File: config.mk
export PLATFORM = sky130hd
export DESIGN_NAME = frc_remote_scheduler
export DESIGN_NICKNAME = d
export VERILOG_FILES = /design/src/rtl/frc_remote_scheduler.sv
export SDC_FILE = /design/constraint.sdc
export NUM_CORES = 1
export LEC_CHECK = 0
export CAP_MARGIN = 25
export CORE_ASPECT_RATIO = 0.6
export CORE_MARGIN = 4
export CORE_UTILIZATION = 30
export CTS_CLUSTER_DIAMETER = 120
export DETAILED_ROUTE_END_ITERATION = 8
export GPL_TIMING_DRIVEN = 0
export MAX_ROUTING_LAYER = met4
export PLACE_DENSITY = 0.6
export RECOVER_POWER = 25
export SLEW_MARGIN = 20
export SYNTH_ARGS = -nofsm -noshare
export SYNTH_HDL_FRONTEND = slang
export SYNTH_SLANG_ARGS = --single-unit
File: constraint.sdc
create_clock -name clk -period 7.4 [get_ports clk]
set_clock_uncertainty 0.05 [all_clocks]
set_input_delay 1.48 -clock clk [delete_from_list [all_inputs] [get_ports clk]]
set_output_delay 1.48 -clock clk [all_outputs]
set_load 0.005 [all_outputs]
File: src/rtl/frc_remote_scheduler.sv
// rtl/frc_remote_scheduler.sv - credit-gated round-robin ticket issuer for the remote force link
// One sub-packet ticket per cycle; a credit is reserved only when a ticket opens a new beat.
module frc_remote_scheduler #(
  parameter int NUM_REQ         = 4,
  parameter int CREDITS         = 16,
  parameter int SUBPKT_PER_BEAT = 4,
  parameter int CW              = 8
) (
  input  logic                       clk,
  input  logic                       rst,
  input  logic                       i_start,
  input  logic [NUM_REQ-1:0]         i_req,
  input  logic [NUM_REQ-1:0]         i_done,
  input  logic                       i_credit_return,
  output logic [NUM_REQ-1:0]         o_grant,
  output logic [$clog2(NUM_REQ)-1:0] o_sel,
  output logic                       o_frc_ticket,
  output logic                       o_last_transfer_to_remote,
  output logic                       o_round_done,
  output logic [CW-1:0]              o_credits,
  output logic                       o_busy,
  output logic                       o_credit_overflow
);

  localparam int SW  = $clog2(NUM_REQ);
  localparam int SWP = SW + 1;
  localparam int SCW = (SUBPKT_PER_BEAT > 1) ? $clog2(SUBPKT_PER_BEAT) : 1;
  localparam logic [CW-1:0]  CRED_MAX = CW'(CREDITS);
  localparam logic [SW-1:0]  LAST_IDX = SW'(NUM_REQ - 1);
  localparam logic [SCW-1:0] SUB_LAST = SCW'(SUBPKT_PER_BEAT - 1);

  typedef enum logic [1:0] {
    ST_IDLE  = 2'd0,
    ST_RUN   = 2'd1,
    ST_FLUSH = 2'd2
  } state_t;

  state_t         state_q, state_d;
  logic [SW-1:0]  rr_ptr_q, rr_ptr_d;
  logic [SCW-1:0] sub_cnt_q, sub_cnt_d;
  logic           any_sent_q, any_sent_d;
  logic [CW-1:0]  credits_q, credits_d;
  logic           ovf_q, ovf_d;
  logic           last_q, last_d;
  logic           round_done_q, round_done_d;

  logic [NUM_REQ-1:0] elig;
  logic [NUM_REQ-1:0] rot;
  logic               found;
  logic [SW-1:0]      sel;
  logic [SWP-1:0]     idx_sum;
  logic               consume;

  // A partially filled beat rides on its already-reserved credit, so only a fresh beat needs credits!=0.
  always_comb begin
    elig    = '0;
    rot     = '0;
    found   = 1'b0;
    sel     = '0;
    idx_sum = '0;
    if (state_q == ST_RUN && (sub_cnt_q != '0 || credits_q != '0)) begin
      elig = i_req;
    end
    rot = NUM_REQ'({elig, elig} >> rr_ptr_q);
    for (int j = 0; j < NUM_REQ; j++) begin
      if (!found && rot[j]) begin
        found   = 1'b1;
        idx_sum = {1'b0, rr_ptr_q} + SWP'(j);
        if (idx_sum >= SWP'(NUM_REQ)) begin
          idx_sum = idx_sum - SWP'(NUM_REQ);
        end
        sel = idx_sum[SW-1:0];
      end
    end
  end

  assign consume      = found && (sub_cnt_q == '0);
  assign o_grant      = found ? (NUM_REQ'(1'b1) << sel) : '0;
  assign o_sel        = sel;
  assign o_frc_ticket = found;

  always_comb begin
    state_d      = state_q;
    rr_ptr_d     = rr_ptr_q;
    sub_cnt_d    = sub_cnt_q;
    any_sent_d   = any_sent_q;
    credits_d    = credits_q;
    ovf_d        = ovf_q;
    last_d       = 1'b0;
    round_done_d = 1'b0;

    if (found) begin
      rr_ptr_d   = (sel == LAST_IDX) ? '0 : sel + 1'b1;
      sub_cnt_d  = (sub_cnt_q == SUB_LAST) ? '0 : sub_cnt_q + 1'b1;
      any_sent_d = 1'b1;
    end

    if (consume && !i_credit_return) begin
      credits_d = credits_q - 1'b1;
    end else if (!consume && i_credit_return) begin
      if (credits_q == CRED_MAX) begin
        ovf_d = 1'b1;
      end else begin
        credits_d = credits_q + 1'b1;
      end
    end

    case (state_q)
      ST_IDLE: begin
        if (i_start) state_d = ST_RUN;
      end
      ST_RUN: begin
        if ((&i_done) && !(|i_req)) state_d = ST_FLUSH;
      end
      ST_FLUSH: begin
        state_d      = ST_IDLE;
        round_done_d = 1'b1;
        last_d       = any_sent_q;
        sub_cnt_d    = '0;
        any_sent_d   = 1'b0;
      end
      default: state_d = ST_IDLE;
    endcase
  end

  always_ff @(posedge clk) begin
    if (rst) begin
      state_q      <= ST_IDLE;
      rr_ptr_q     <= '0;
      sub_cnt_q    <= '0;
      any_sent_q   <= 1'b0;
      credits_q    <= CRED_MAX;
      ovf_q        <= 1'b0;
      last_q       <= 1'b0;
      round_done_q <= 1'b0;
    end else begin
      state_q      <= state_d;
      rr_ptr_q     <= rr_ptr_d;
      sub_cnt_q    <= sub_cnt_d;
      any_sent_q   <= any_sent_d;
      credits_q    <= credits_d;
      ovf_q        <= ovf_d;
      last_q       <= last_d;
      round_done_q <= round_done_d;
    end
  end

  assign o_last_transfer_to_remote = last_q;
  assign o_round_done              = round_done_q;
  assign o_credits                 = credits_q;
  assign o_busy                    = (state_q != ST_IDLE);
  assign o_credit_overflow         = ovf_q;

endmodule

==> metrics.txt <==
synthesized area=0.001391 mm²; share of layout cells above drive strength 1=0.1294; achievable frequency=between 0.15 and 0.2 GHz; clock slew at reported path FFs=approximately 0.070 ns; sequential element share of the synthesized area=0.2590; CTS tree=built; Max-slew headroom=0.5586; CP peak stage delay=0.64 ns; HPWL after detailed placement=2735 µm; Die Footprint=between 0.005 and 0.006 mm²; fin crit period=roughly 5.4 ns; dpl cell area=0.001757 mm²; Setup TNS=0 ns; crit-path cells=clkdlybuf4s50_1, nor2b_1, a21oi_1, nor2_1, a2111oi_2, inv_1, ha_1, and2_1, clkdlybuf4s50_1; Worst Setup Path Type=in -> out; Design Power=approximately 0.36 mW; Hold Crit Depth=2; number of global-route vias before repair=approximately 1100; H-tree Lvls=1; Crit Reg-Reg Endpoint=o_credits[6]; Max VDD drop=around 0.11 mV; YS warnings=0; fill cell count=between 400 and 500; max_cap viols=0; Synth Net Count=190; Layout Cells excl Fill=~260; actual slew at the worst max-slew pin=0.6608 ns; Bufs on Longest Clock Path=2; CP endpoint kind=output port; # DRC=0; GP Congestion=roughly 0.83; final setup fails=0; Post-Route Utilization=0.4234; setup bufs post-CTS=0; Chip Height=60.75 µm; ANT cells=0; Slew Limit Fails=0; area of the multi-input gates=~920 µm²; Distinct cells, synth=52; post_cts resized=0; Total GRT Usage=0.1315; number of flops mapped to enable cells by yosys=0; Detailed Route WL=around 3400 µm; Synth Area per Inst=around 8.3 µm²; PD cells=roughly 200 mW/mm²; vias per inst=between 4 and 5; NumNets Final=~220; Port Buffer Count=29; root buffer cell=clkbuf_8; crit path to=o_grant[0]; Final ANT Viol Nets=0; most used cell along the critical path=clkdlybuf4s50_1; crit path from=i_req[0]; Initial Utilization=0.3251; remaining global-route overflow=0; crit path DAT=around 3.9 ns; LEAKAGE=around 0.75 nW; Min Hold Slack=around 0.41 ns; initial antenna violation count=0; Final Hold Fails=0; num ports=31; clock sinks=18; outcome=finished, final reports clean; P&R area growth vs syn=30.22%; drt wl/cell=approximately 13 µm; Synth Register Bits=18; largest net degree at the start of global routing=11; # rows=18; Syn Inst Count=roughly 170; Top FF cell, synth=dfxtp_1; hold_sp=any_sent_q; r2r setup slk=between 3 and 4 ns; worst skew pair latency=around 0.25 ns; RSZ-0062 raised after global routing=false; Post-Place Worst Slack=a little under 2 ns; total area of sequential cells=around 360 µm²; first-pass GRT wire length=5775 µm; initial DRC count=91; hold buffer count at cts=0; R2R depth=16; Critical Path RT=between 5 and 6 ns; asr flop ratio synth=0; Slowest cell on crit path=a2111oi_2; Die Wd=about 96 µm; Num CTS Buffers=3; vias after detailed routing=~1300; fin crit share=0.7328; Critical Path Start Type=input pin; hold crit path type=reg -> reg; core area=~0.0043 mm²; Crit Path Max Fanout=5; placed cells=257; drt pass-1 iters=4; final instance area=around 0.0018 mm²; PnR worst setup slack=around 2.0 ns; RR Startpoint=o_credits[1]
[registers in the layout (all words and copies together), names as in the netlist]
register,cells
o_round_done,1
state_q,2
o_credits,8
any_sent_q,1
o_last_transfer_to_remote,1
sub_cnt_q,2
o_credit_overflow,1
rr_ptr_q,2
[worst min path at each step]
stage | endpoint | slack [ns]
3_3_place_gp | o_last_transfer_to_remote | 0.39
4_1_cts | o_last_transfer_to_remote | 0.42
6_report | any_sent_q | 0.41
3_5_place_dp | o_last_transfer_to_remote | 0.40
2_1_floorplan | state_q[0] | 0.38
5_1_grt | o_last_transfer_to_remote | 0.45
[cell type report]
type | instances | area share
multi-input combinational | 129 | 0.5076
sequential | 18 | 0.1989
timing repair buffer | 29 | 0.1602
buffer | 12 | 0.04282
tap | 60 | 0.04144
clock buffer | 4 | 0.03039
inverter | 9 | 0.01865
[routing by layer]
layer,up-vias,track usage,share of wire
met2,23,0.1640,0.38
li1,660,-,-
met5,-,-,0
met3,0,0.03470,0.041
met1,608,0.2093,0.57
met4,0,0.01215,0
[cells by family (layout without fill, tap and decap cells)]
family,count (synthesis),after routing,share of synthesized area
compound gates,36,36,0.1943
xor+xnor,6,6,0.03778
fa+ha+maj,10,10,0.08993
simple gates,74,74,0.3138
mux,3,3,0.02518
buf+inv,21,54,0.08003
flops,18,18,0.2590
[worst max-delay path, delay by kind of cell]
kind	cells	cell delay (ns)
and+or+nand+nor	3	0.37
buffers and inverters	3	1.05
adders and majority gates	1	0.23
AOI/OAI and AO/OA	2	0.76
[synth_stat cells (3+ instances only)]
library cell | instances | area [µm²]
nand2_1 | 9 | 33.78
o21ai_0 | 5 | 25.02
inv_1 | 8 | 30.03
buf_6 | 3 | 33.78
nand3_1 | 3 | 15.01
buf_2 | 5 | 25.02
and2_1 | 4 | 25.02
xor2_1 | 3 | 26.28
a21oi_1 | 8 | 40.04
o22ai_1 | 3 | 18.77
nor2b_1 | 5 | 31.28
xnor2_1 | 3 | 26.28
dfxtp_1 | 18 | 360.4
a22oi_1 | 4 | 30.03
nor3_1 | 4 | 20.02
ha_1 | 10 | 125.1
nand2b_1 | 4 | 25.02
nor2_1 | 24 | 90.09
clkbuf_1 | 3 | 11.26
[cell usage in the layout, fill, tap and decap left out, drive strengths merged, types with 7 or more instances in the layout]
cell,n
dlygate4sd3,7
dfxtp,18
buf,9
clkbuf,7
nand2,9
o21ai,7
a21oi,8
nor2,24
inv,9
clkdlybuf4s50,22
ha,10
[power by group]
part / internal, mW / switching [mW]
logic: 0.0769 / 0.0821
clock network: 0.0473 / 0.0344
registers: 0.109 / 0.0112
(Power assumes the default switching activity.)
